File: src/rtl/div_pkg.sv
// Shared types and sizing for the sequential integer divider.
package div_pkg;

    localparam int DIV_WIDTH = 32;
    localparam int DIV_CNT_W = $clog2(DIV_WIDTH + 1);

    typedef enum logic [1:0] {
        IDLE = 2'd0,
        CALC = 2'd1,
        DONE = 2'd2
    } div_state_t;

endpackage

File: src/rtl/div_step.sv
// One restoring-division iteration: shift in the next dividend bit, trial
// subtract the divisor magnitude, keep the difference if it did not go negative.
module div_step
    import div_pkg::*;
#(
    parameter int WIDTH = DIV_WIDTH
) (
    input  logic [WIDTH:0]   pr,
    input  logic             dvd_bit,
    input  logic [WIDTH-1:0] ymag,
    output logic [WIDTH:0]   pr_next,
    output logic             q_bit
);

    logic [WIDTH+1:0] pr_shift;
    logic [WIDTH:0]   diff;

    // Trial subtraction; the compare uses the full shifted value so no borrow bit is needed.
    always_comb begin
        pr_shift = {pr, dvd_bit};
        diff     = pr_shift[WIDTH:0] - {1'b0, ymag};
        q_bit    = (pr_shift >= {2'b00, ymag});
        pr_next  = q_bit ? diff : pr_shift[WIDTH:0];
    end

endmodule

File: src/rtl/div.sv
// Sequential signed/unsigned integer divider, one quotient bit per cycle.
// Optional build macro: DIV_ZERO_FAST_EN -- a zero divisor skips the CALC
// iterations and completes one cycle after accept.
//
// Handshake: a request is taken on a rising edge where div_valid && div_ready;
// div_ready is high only while idle, and operands/mode are sampled on that edge
// only. Results s/r are valid in the single cycle complete is high and hold
// until the next completion.
module div
    import div_pkg::*;
#(
    parameter int WIDTH = DIV_WIDTH
) (
    input  logic             clk,
    input  logic             rst,
    input  logic             div_valid,
    input  logic             div_signed,
    input  logic [WIDTH-1:0] x,
    input  logic [WIDTH-1:0] y,
    output logic             div_ready,
    output logic             complete,
    output logic [WIDTH-1:0] s,
    output logic [WIDTH-1:0] r
);

    localparam int CNT_W = $clog2(WIDTH + 1);
    localparam logic [CNT_W-1:0] LAST = CNT_W'(WIDTH - 1);

    div_state_t       state;
    logic [CNT_W-1:0] cnt;
    logic [WIDTH:0]   pr;
    // Dividend bits leave at the top while quotient bits enter at the bottom.
    logic [WIDTH-1:0] dvd_q;
    logic [WIDTH-1:0] ymag;
    logic [WIDTH-1:0] x_raw;
    logic             q_neg;
    logic             r_neg;
    logic             yzero;

    logic [WIDTH-1:0] x_abs;
    logic [WIDTH-1:0] y_abs;
    logic [WIDTH:0]   pr_next;
    logic             q_bit;
    logic [WIDTH-1:0] q_fin;
    logic [WIDTH-1:0] rem;
    logic [WIDTH-1:0] s_fin;
    logic [WIDTH-1:0] r_fin;

    // Operand magnitudes; the most negative value maps onto itself, which the
    // unsigned datapath treats correctly as 2**(WIDTH-1).
    always_comb begin
        x_abs = (div_signed && x[WIDTH-1]) ? -x : x;
        y_abs = (div_signed && y[WIDTH-1]) ? -y : y;
    end

    div_step #(
        .WIDTH(WIDTH)
    ) u_step (
        .pr      (pr),
        .dvd_bit (dvd_q[WIDTH-1]),
        .ymag    (ymag),
        .pr_next (pr_next),
        .q_bit   (q_bit)
    );

    // Final results from the last iteration's outputs, with sign fix or zero-divisor override.
    always_comb begin
        q_fin = {dvd_q[WIDTH-2:0], q_bit};
        rem   = pr_next[WIDTH-1:0];
        if (yzero) begin
            s_fin = '1;
            r_fin = x_raw;
        end else begin
            s_fin = q_neg ? -q_fin : q_fin;
            r_fin = r_neg ? -rem : rem;
        end
    end

    // Control FSM and datapath registers; outputs are loaded on the transition into DONE.
    always_ff @(posedge clk or posedge rst) begin
        if (rst) begin
            state     <= IDLE;
            div_ready <= 1'b1;
            complete  <= 1'b0;
            s         <= '0;
            r         <= '0;
            cnt       <= '0;
            pr        <= '0;
            dvd_q     <= '0;
            ymag      <= '0;
            x_raw     <= '0;
            q_neg     <= 1'b0;
            r_neg     <= 1'b0;
            yzero     <= 1'b0;
        end else begin
            case (state)
                IDLE: begin
                    complete <= 1'b0;
                    if (div_valid) begin
                        dvd_q     <= x_abs;
                        ymag      <= y_abs;
                        x_raw     <= x;
                        q_neg     <= div_signed & (x[WIDTH-1] ^ y[WIDTH-1]);
                        r_neg     <= div_signed & x[WIDTH-1];
                        yzero     <= (y == '0);
                        cnt       <= '0;
                        pr        <= '0;
                        div_ready <= 1'b0;
`ifdef DIV_ZERO_FAST_EN
                        if (y == '0) begin
                            state    <= DONE;
                            complete <= 1'b1;
                            s        <= '1;
                            r        <= x;
                        end else begin
                            state <= CALC;
                        end
`else
                        state <= CALC;
`endif
                    end
                end
                CALC: begin
                    pr    <= pr_next;
                    dvd_q <= {dvd_q[WIDTH-2:0], q_bit};
                    cnt   <= cnt + CNT_W'(1);
                    if (cnt == LAST) begin
                        state    <= DONE;
                        complete <= 1'b1;
                        s        <= s_fin;
                        r        <= r_fin;
                    end
                end
                DONE: begin
                    complete  <= 1'b0;
                    div_ready <= 1'b1;
                    state     <= IDLE;
                end
                default: begin
                    complete  <= 1'b0;
                    div_ready <= 1'b1;
                    state     <= IDLE;
                end
            endcase
        end
    end

endmodule

File: config.mk
export PLATFORM = sky130hd
export DESIGN_NAME = div
export DESIGN_NICKNAME = d
export VERILOG_FILES = /design/src/rtl/div_pkg.sv /design/src/rtl/div_step.sv /design/src/rtl/div.sv
export SDC_FILE = /design/constraint.sdc
export NUM_CORES = 1
export LEC_CHECK = 0
export ABC_AREA = 1
export ABC_CLOCK_PERIOD_IN_PS = 13300
export CAP_MARGIN = 15
export CORE_MARGIN = 8
export CORE_UTILIZATION = 47
export DETAILED_ROUTE_END_ITERATION = 6
export PLACE_DENSITY = 0.67
export SETUP_SLACK_MARGIN = 0.4
export SYNTH_ARGS = -nofsm -noshare
export SYNTH_HDL_FRONTEND = slang
export SYNTH_SLANG_ARGS = --single-unit
File: constraint.sdc
create_clock -name clk -period 13.3 [get_ports clk]
set_clock_uncertainty 0.1 [all_clocks]
set_input_delay 1.995 -clock clk [delete_from_list [all_inputs] [get_ports clk]]
set_output_delay 1.995 -clock clk [all_outputs]
set_load 0.05 [all_outputs]
# After elaboration in Yosys (flattened, before gate mapping)

Index checks and enable logic that the tools add are counted.

Register bits after elaboration: 206
Input port bits: 68

Add/subtract/negate cells: 6
$lt $le $gt $ge: 1
Equality and inequality tests: 4
Muxes and demuxes: 20
Bitwise operators: 4
Reductions and logical operators: 10

Operators by type and width:

| operator                                                               | count |
|---|---|
| 32-bit 2-to-1 mux                                                      | 7 |
| 32-bit negation                                                        | 4 |
| 33-bit 2-to-1 mux                                                      | 2 |
| 33-bit case mux with 2 select lines                                    | 1 |
| 32-bit case mux with 2 select lines                                    | 1 |
| 34-bit by 32-bit >= comparator with 1-bit output                       | 1 |
| 33-bit by 32-bit subtractor with 33-bit output                         | 1 |
| 32-bit zero test                                                       | 1 |
| 6-bit case mux with 2 select lines                                     | 1 |
| 2-bit AND reduction                                                    | 5 |
| 6-bit by 1-bit adder with 6-bit output (second input constant)         | 1 |
| 6-bit by 5-bit equality test with 1-bit output (second input constant) | 1 |
| 6-bit 2-to-1 mux                                                       | 1 |
| 2-bit 2-to-1 mux                                                       | 2 |
| 2-bit != test (second input constant)                                  | 2 |
| 2-bit case mux with 2 select lines                                     | 1 |
| 1-bit 2-to-1 mux                                                       | 3 |
| 1-bit AND                                                              | 2 |
| 2-bit by 1-bit equality test with 1-bit output (second input constant) | 1 |
| 1-bit logical AND                                                      | 2 |
| 2-bit zero test                                                        | 1 |
| 1-bit case mux with 2 select lines                                     | 1 |
| 2-bit nonzero test                                                     | 1 |
| 1-bit inverter                                                         | 1 |
| 1-bit XOR                                                              | 1 |

# Logic depth before layout (Yosys ltp)

Gate-level depths: netlist of the first run.

Depth in word-level cells: 5
Depth in mapped cells: 27

# Hierarchy

A second synthesis of the first run with hierarchy kept.

Cell total of the unflattened synthesis: 2428
Area, all modules: 15448.6 um^2

By module, submodules not included:

| module   | times used | cells each | area each (um^2) | seq. area each (um^2) |
|---|---|---|---|---|
| div      | 1          | 1731       | 12170.4          | 5156.2 |
| div_step | 1          | 697        | 3278.1           | 0.0 |

# Worst setup path before layout of the first run

OpenSTA, ideal clock, no wires.

Path kind: input to register
Start point: in x[1]
End point: reg dvd_q[30]
Arrival: 3.875 ns
Required time: 13.073 ns
Slack: 9.198 ns
Cell stages on the path: 17
Path buffers: 0
Cell sequence: inv_1 > ha_1 > nand2_1 > nor2_1 > nand2_1 > nor3_1 > nand2_1 > nor3_1 > nand2_1 > nor2_1 > nand3_1 > nor2_1 > nand2_1 > o31ai_2 > nand2_1 > nand3_1 > nand3_1

Cells in the longest elaborated chain, start to end: 4

Ends and longest elaborated chain:

| element                             | RTL line   | RTL |
|---|---|---|
| from (decl)                         | div.sv:18  | `input logic [WIDTH-1:0] x,` |
| 32-bit negation                     | div.sv:52  | `x_abs = (div_signed && x[WIDTH-1]) ? -x : x;` |
| 32-bit 2-to-1 mux                   | div.sv:52  |  |
| 32-bit 2-to-1 mux                   | div.sv:99  | `if (div_valid) begin` |
| 32-bit case mux with 2 select lines | div.sv:96  | `case (state)` |
| to (signal assigned)                | div.sv:100 | `dvd_q <= x_abs;` |
| to (signal assigned)                | div.sv:125 | `dvd_q <= {dvd_q[WIDTH-2:0], q_bit};` |
| to (decl)                           | div.sv:33  | `logic [WIDTH-1:0] dvd_q;` |

Every way passes these cells. The select of a mux whose other input is x is not followed.
A chain may end at the register's enable or synchronous reset.

# Final worst setup path of the first run

Start point: reg ymag[29]
End point: reg s[30]

Cells in the longest elaborated chain, start to end: 4

Ends and longest elaborated chain:

| element                                          | RTL line       | RTL |
|---|---|---|
| from (decl)                                      | div.sv:34      | `logic [WIDTH-1:0] ymag;` |
| from (signal assigned)                           | div.sv:101     | `ymag <= y_abs;` |
| 34-bit by 32-bit >= comparator with 1-bit output | div_step.sv:22 | `q_bit = (pr_shift >= {2'b00, ymag});` |
| 32-bit negation                                  | div.sv:74      | `s_fin = q_neg ? -q_fin : q_fin;` |
| 32-bit 2-to-1 mux                                | div.sv:74      |  |
| 32-bit 2-to-1 mux                                | div.sv:70      | `if (yzero) begin` |
| to (signal assigned)                             | div.sv:130     | `s <= s_fin;` |
| to (decl)                                        | div.sv:22      | `output logic [WIDTH-1:0] s,` |

Every way passes these cells.

==> results of run 1 <==
metrics by stage:
step	setup WS (ns)	std cells	hold slack [ns]	util, %	area [um2]
after floorplan	5.58	2143	0.344	-	14600
after global routing	7.93	2660	0.392	56.0	17200
final	8.30	2660	0.373	56.0	17200
after detailed placement	7.94	2610	0.364	53.0	16200
after global placement	7.98	2610	0.361	53.0	16200
after CTS	8.40	2658	0.381	55.8	17100
worst max path at each step:
stage	endpoint	slack, ns	depth (start not counted)
2_1_floorplan	cnt[0]$_DFFE_PP0P_	5.58	1
3_3_place_gp	ymag[28]$_DFFE_PP0P_	7.98	16
6_report	s[30]$_DFFE_PP0P_	8.30	21
4_1_cts	s[30]$_DFFE_PP0P_	8.40	21
3_5_place_dp	ymag[28]$_DFFE_PP0P_	7.94	16
5_1_grt	s[30]$_DFFE_PP0P_	7.93	21
final cells by class:
cell class | count | area, um2
Inverter | 301 | 1140
Fill cell | 3047 | 13500
Multi-Input combinational cell | 1563 | 8040
Sequential cell | 206 | 5160
Tap cell | 396 | 495
Clock inverter | 14 | 150
Timing Repair Buffer | 146 | 1460
Clock buffer | 34 | 731
per-layer routing:
layer | global-route usage, % | up-vias | share of wire, %
li1 | - | 7069 | -
met1 | 36.2 | 6833 | 46
met2 | 41.8 | 481 | 45
met3 | 4.08 | 85 | 6.9
met4 | 6.64 | 0 | 2.5
met5 | 0 | - | 0
flip-flops by register name, summed over array words and instances (netlist names):
| signal | flops |
|---|---|
| dvd_q | 32 |
| s | 32 |
| div_ready | 1 |
| ymag | 32 |
| state | 2 |
| r_neg | 1 |
| pr | 33 |
| complete | 1 |
| cnt | 6 |
| yzero | 1 |
| r | 32 |
| q_neg | 1 |
| x_raw | 32 |
layout by cell type (no fill, tap or decap), types with 4 or more instances in the layout:
master	instances
nand2_1	662
inv_1	286
dfrtp_1	205
nor2_1	180
o21ai_0	147
clkdlybuf4s50_1	133
nand3_1	121
xor2_1	65
a21oi_1	57
ha_1	37
nor3_1	30
o22ai_1	28
a22oi_1	28
clkbuf_16	26
nand2_2	24
nand4_1	22
xnor2_1	17
inv_2	12
nor2_2	12
nor2_4	11
o21ai_1	11
buf_4	11
nand2_4	10
nor4_1	9
o22a_1	8
or2_2	8
o211ai_1	8
and2_1	8
nand3_2	6
o21a_1	6
o31ai_1	5
o221ai_1	5
clkinv_2	5
clkbuf_8	5
nand3_4	4
o32a_1	4
cell families (layout without fill, tap and decap cells):
group | Yosys count | after routing | share of synthesized area [%]
AND/OR/NAND/NOR | 1115 | 1115 | 33.2
adder cells (fa/ha/maj) | 38 | 38 | 3.30
flip-flops | 206 | 206 | 35.2
XOR/XNOR | 82 | 82 | 4.91
AO/OA/AOI/OAI | 328 | 328 | 13.4
buffers and inverters | 374 | 495 | 10.0
cell usage after synthesis (28+ instances only):
cell type / count
o21ai_0: 147
dfrtp_1: 205
inv_1: 287
o22ai_1: 28
nand3_1: 122
nand2_1: 662
a21oi_1: 57
ha_1: 37
a22oi_1: 28
nor2_1: 182
clkbuf_1: 52
xor2_1: 65
nor3_1: 30
critical path, delay by kind of cell (launching register included):
| family | cells | cell delay [ns] |
|---|---|---|
| fa+ha+maj | 2 | 0.56 |
| buf+inv | 3 | 0.62 |
| xor+xnor | 1 | 0.09 |
| compound gates | 5 | 0.98 |
| flops | 1 | 0.38 |
| simple gates | 10 | 2.10 |
==> key figures, run 1 <==
Run status
  • Status: completed

Clocking
  • Post-CTS Hold Fix Bufs: 0
  • Post_cts resized: 0
  • TritonCTS clock tree: done
  • H-tree Lvls: 1
  • CTS Buf Count: 26
  • CTS root buf: clkbuf_16
  • Skew-Pair Late Insertion Delay: ~0.54 ns
  • Sink Count: 206
  • CTS clk-pin slew, worst paths: 0.06 ns
  • Postcts setup bufs: 0
  • Clk buf depth: 3

Yosys
  • Top cells by area, synth: dfrtp_1 35%, nand2_1 17%, inv_1 7.4%
  • Synthesized Nets: approximately 2,200
  • Top cell type by total area after synthesis: dfrtp_1
  • Yosys top cell area share: 35.0%
  • Mapped cell area: roughly 15,000 um2
  • Syn avg cell area: about 6.8 um2
  • #FFs+latches synth: approximately 200
  • Sequential element share of the synthesized area: about a third
  • Netlist cell types: a little over 60
  • Asr flop ratio synth: 100%
  • Ys flop type: dfrtp_1
  • Yosys Warn Count: 0
  • Post-synth EDFFs: 0
  • Post-Synthesis Cells: around 2,100

Critical path
  • Worst r2r dst: s[30]$_DFFE_PP0P_
  • Top fanout value on the critical path: between 40 and 50
  • CP dominant cell by count: nand2_1
  • Reg2Reg Depth: 21
  • Worst path cell trace: inv_1 -> ha_1 -> nand2_1 -> a21oi_1 -> o21ai_1 -> nand3_4 -> nor2_8 -> nand2_8 -> inv_2 -> ha_1 -> nand3_1 -> nor3_1 -> nand2_1 -> nor2_1 -> nand4_1 -> o31ai_1 -> nand2_1 -> a21oi_1 -> xnor2_1 -> o22ai_1 -> inv_1
  • Worst path required time: about 14 ns
  • Setup CP Type: reg2reg
  • Critical Path AT: between 5 and 6 ns
  • Slowest stage delay, CP: 0.40 ns
  • FF-to-FF setup slack: around 8.3 ns
  • Reg2Reg Launch Point: ymag[29]$_DFFE_PP0P_
  • CP startpoint: ymag[29]$_DFFE_PP0P_
  • Crit. End Element: register
  • Slowest CP cell: inv_2
  • CP startpoint kind: register

STA
  • Fin crit share: between 30% and 40%
  • Post-Route Setup TNS: 0 ns
  • Least-Margin Pin Slew: 0.992 ns
  • Max Clk Rate: approximately 0.20 GHz
  • Min Tclk post-route: between 4 and 5 ns
  • RSZ-0062 raised after global routing: false
  • Max-slew violation count: 0
  • # setup viols final: 0
  • Hold Violations, Final: 0
  • Slew Limit Headroom: approximately a third

Detailed routing
  • Vias/cell: roughly 5.4
  • Initial drt markers: ~1,300
  • First-pass DRT Iterations: 6
  • DR vias: about 14,000
  • Drt total wl: 48.9 mm
  • Drt wl/cell: 18.4 um
  • DRC viols: 0
  • Routed Antenna Nets: 0

Global route
  • Global-route wire length before repair: between 70 and 80 mm
  • Total grt overflow: 0
  • Pin count of the biggest net entering global routing: slightly above 80
  • Vias in the first global route: roughly 14,000
  • Antenna violations before repair: 0
  • GRT Overall Usage: approximately a quarter

Die
  • Initial Util: between 40% and 50%
  • I/O pin count: 134
  • # rows: 64
  • Die area: ~37,000 um2
  • Chip width: 192 um
  • CORE AREA: 30,700 um2
  • Die H: between 150 and 200 um

Min path
  • Hold-critical path depth: 2
  • HP Class: reg2reg
  • HP Start: r[26]$_DFFE_PP0P_
  • WHS Endpoint: r[26]$_DFFE_PP0P_

Placed design
  • Number of I/O port buffers: approximately 130
  • Gpl congestion: ~0.99
  • HPWL after DPL: roughly 37 mm

Cells and area
  • NumNets Final: approximately 2,400
  • Area delta synth->final: 17.3%
  • Layout cells sized above 1: 6.76%
  • # diodes: 0

Flow run
  • Max Cap Viol: 0
Power of run 1 is left out: the tool's default activity adds up to more than one toggle a clock period on the data nets, which glitch-free logic cannot reach.
==> run 2: changes to the inputs <==
--- a/config.mk
+++ b/config.mk
@@ -6,12 +6,12 @@
 export NUM_CORES = 1
 export LEC_CHECK = 0
 export ABC_AREA = 1
-export ABC_CLOCK_PERIOD_IN_PS = 13300
+export ABC_CLOCK_PERIOD_IN_PS = 4100
 export CAP_MARGIN = 15
 export CORE_MARGIN = 8
 export CORE_UTILIZATION = 47
 export DETAILED_ROUTE_END_ITERATION = 6
-export PLACE_DENSITY = 0.67
+export PLACE_DENSITY = 0.7
 export SETUP_SLACK_MARGIN = 0.4
 export SYNTH_ARGS = -nofsm -noshare
 export SYNTH_HDL_FRONTEND = slang
==> constraint.sdc (replaced) <==
create_clock -name clk -period 4.1 [get_ports clk]
set_clock_uncertainty 0.1 [all_clocks]
set_input_delay 0.615 -clock clk [delete_from_list [all_inputs] [get_ports clk]]
set_output_delay 0.615 -clock clk [all_outputs]
set_load 0.05 [all_outputs]
==> run 2 against run 1 <==
Net effect: non-clock buffer count rose by 31; maximum frequency rose by 41%; design area rose by 4.8%; via count rose by 1.8%; sequential share of layout area fell by 1.3 points; critical endpoint unchanged; largest cell class unchanged; highest routed layer unchanged.
==> key figures, run 2 (synthesis gave the netlist of run 1 again) <==
Global route
  • Total grt overflow: 0
  • Vias in the first global route: 14,100
  • GRT Overall Usage: 26.3%
  • Antenna violations before repair: 0
  • Pin count of the biggest net entering global routing: about 90
  • Global-route wire length before repair: 77.4 mm

STA
  • RSZ-0062 raised after global routing: true
  • Slew Limit Headroom: between 20% and 30%
  • # setup viols final: 0
  • Hold Violations, Final: 0
  • Setup ws final: about 0.55 ns
  • Min Tclk post-route: 3.55 ns
  • Least-Margin Pin Slew: 1.16 ns
  • Max Clk Rate: approximately 0.28 GHz
  • Max-slew violation count: 0
  • Post-Route Setup TNS: 0 ns
  • Fin crit share: between 80 and 90%

Clocking
  • Skew-Pair Late Insertion Delay: roughly 0.55 ns
  • CTS Buf Count: 26
  • TritonCTS clock tree: done
  • CTS root buf: clkbuf_16
  • Sink Count: approximately 200
  • CTS clk-pin slew, worst paths: around 0.07 ns
  • Clk buf depth: 3
  • H-tree Lvls: 1

Cells and area
  • Fin area: 18,000 um2
  • Most flop-heavy register: pr
  • Commonest non-fill, non-tap cell in the layout: nand2_1
  • Max reg flops: 33
  • # diodes: 0
  • Layout cells sized above 1: around 11%
  • Commonest non-fill, non-tap cells in the layout: 649 x nand2_1, 270 x inv_1, 196 x dfrtp_1
  • NumNets Final: between 2,000 and 2,500
  • Final core occ: 58.7%
  • Area delta synth->final: 23.0%

Die
  • Chip width: roughly 190 um
  • I/O pin count: roughly 130
  • Initial Util: a little under half
  • Die H: just under 200 um
  • # rows: 64
  • CORE AREA: just over 30,000 um2
  • Die area: 37,000 um2

Critical path
  • Crit. End Element: register
  • Slowest CP cell: dfrtp_2
  • Top fanout value on the critical path: 5
  • CP dominant cell by count: nand2_1
  • Setup CP Type: reg2reg
  • CP startpoint kind: register
  • Critical Path AT: between 3 and 4 ns
  • Slowest stage delay, CP: between 0.4 and 0.5 ns
  • Worst path required time: ~4.5 ns
  • Worst path cell trace: ha_4 -> nand2_1 -> nand2_1 -> inv_1 -> nand2_2 -> a21oi_4 -> nor2_4 -> nor2_8 -> nand2_8 -> inv_4 -> ha_4 -> nand3_4 -> nor3_4 -> nand2_1 -> nor2_2 -> nand4_1 -> o31ai_2 -> nand2_1 -> a21oi_2 -> xnor2_1 -> o22ai_1 -> inv_1

Placed design
  • Setup WS pre-CTS: around 0.23 ns
  • Gpl congestion: a little under 1
  • Number of I/O port buffers: around 130
  • DP Area: ~16,000 um2
  • HPWL after DPL: 37.9 mm

Detailed routing
  • DRC viols: 0
  • DR vias: between 10,000 and 15,000
  • Routed Antenna Nets: 0
  • Drt total wl: about 50 mm
  • Initial drt markers: between 1,000 and 1,500
  • Vias/cell: 5.48
  • Drt wl/cell: ~19 um
  • First-pass DRT Iterations: 5

Run status
  • Status: completed

Min path
  • HP Class: in2async

Flow run
  • Max Cap Viol: 0
[run 2: worst paths after layout]
check                      cells past startpoint                 end  slack [ns]               start
max                                           22   s[30]$_DFFE_PP0P_        0.55  pr[20]$_DFFE_PP0P_
min                                            2  cnt[2]$_DFFE_PP0P_        0.28                 rst
max reg2reg                                   22   s[30]$_DFFE_PP0P_        0.55  pr[20]$_DFFE_PP0P_
min reg2reg                                    2   r[27]$_DFFE_PP0P_        0.38   r[27]$_DFFE_PP0P_
max in group asynchronous                      3  pr[24]$_DFFE_PP0P_        2.68                 rst
min in group clk                               2   r[27]$_DFFE_PP0P_        0.38   r[27]$_DFFE_PP0P_
[run 2: layer usage]
metal | track usage (%) | wire, um
met1 | 36.7 | 22500
met2 | 41.8 | 22700
met3 | 3.87 | 3410
met4 | 7.99 | 1440
met5 | 0 | 0
[run 2: through the flow]
stage | hold WS (ns) | cells
3_5_place_dp | 0.365 | 2625
3_3_place_gp | 0.360 | 2625
5_1_grt | 0.306 | 2689
4_1_cts | 0.290 | 2672
6_report | 0.285 | 2689
2_1_floorplan | 0.344 | 2143
[run 2: area by class of cell]
cell class | count | area (um2)
Clock buffer | 36 | 718
Clock inverter | 10 | 189
Fill cell | 2913 | 12700
Inverter | 301 | 1140
Multi-Input combinational cell | 1563 | 8580
Sequential cell | 206 | 5170
Tap cell | 396 | 495
Timing Repair Buffer | 177 | 1710
[run 2: worst max-delay path, delay by kind of cell, from the launching register on]
kind,cells,cell delay [ns]
and+or+nand+nor,12,1.46
AOI/OAI and AO/OA,4,0.71
DFF,1,0.44
xor gates and xnor gates,1,0.13
adders and majority gates,2,0.39
buffers and inverters,3,0.25
[run 2: timing repair]
action | 4_1_cts | 5_1_grt
cloned | 0 | 0
hold buffers | 0 | 0
endpoints found under the hold margin | 0 | 0
buffers inserted | 1 | 17
resized for setup | 5 | 102
pin swaps | 1 | 23
setup endpoints to repair | 14 | 28
Power of run 2 is left out for the same reason.
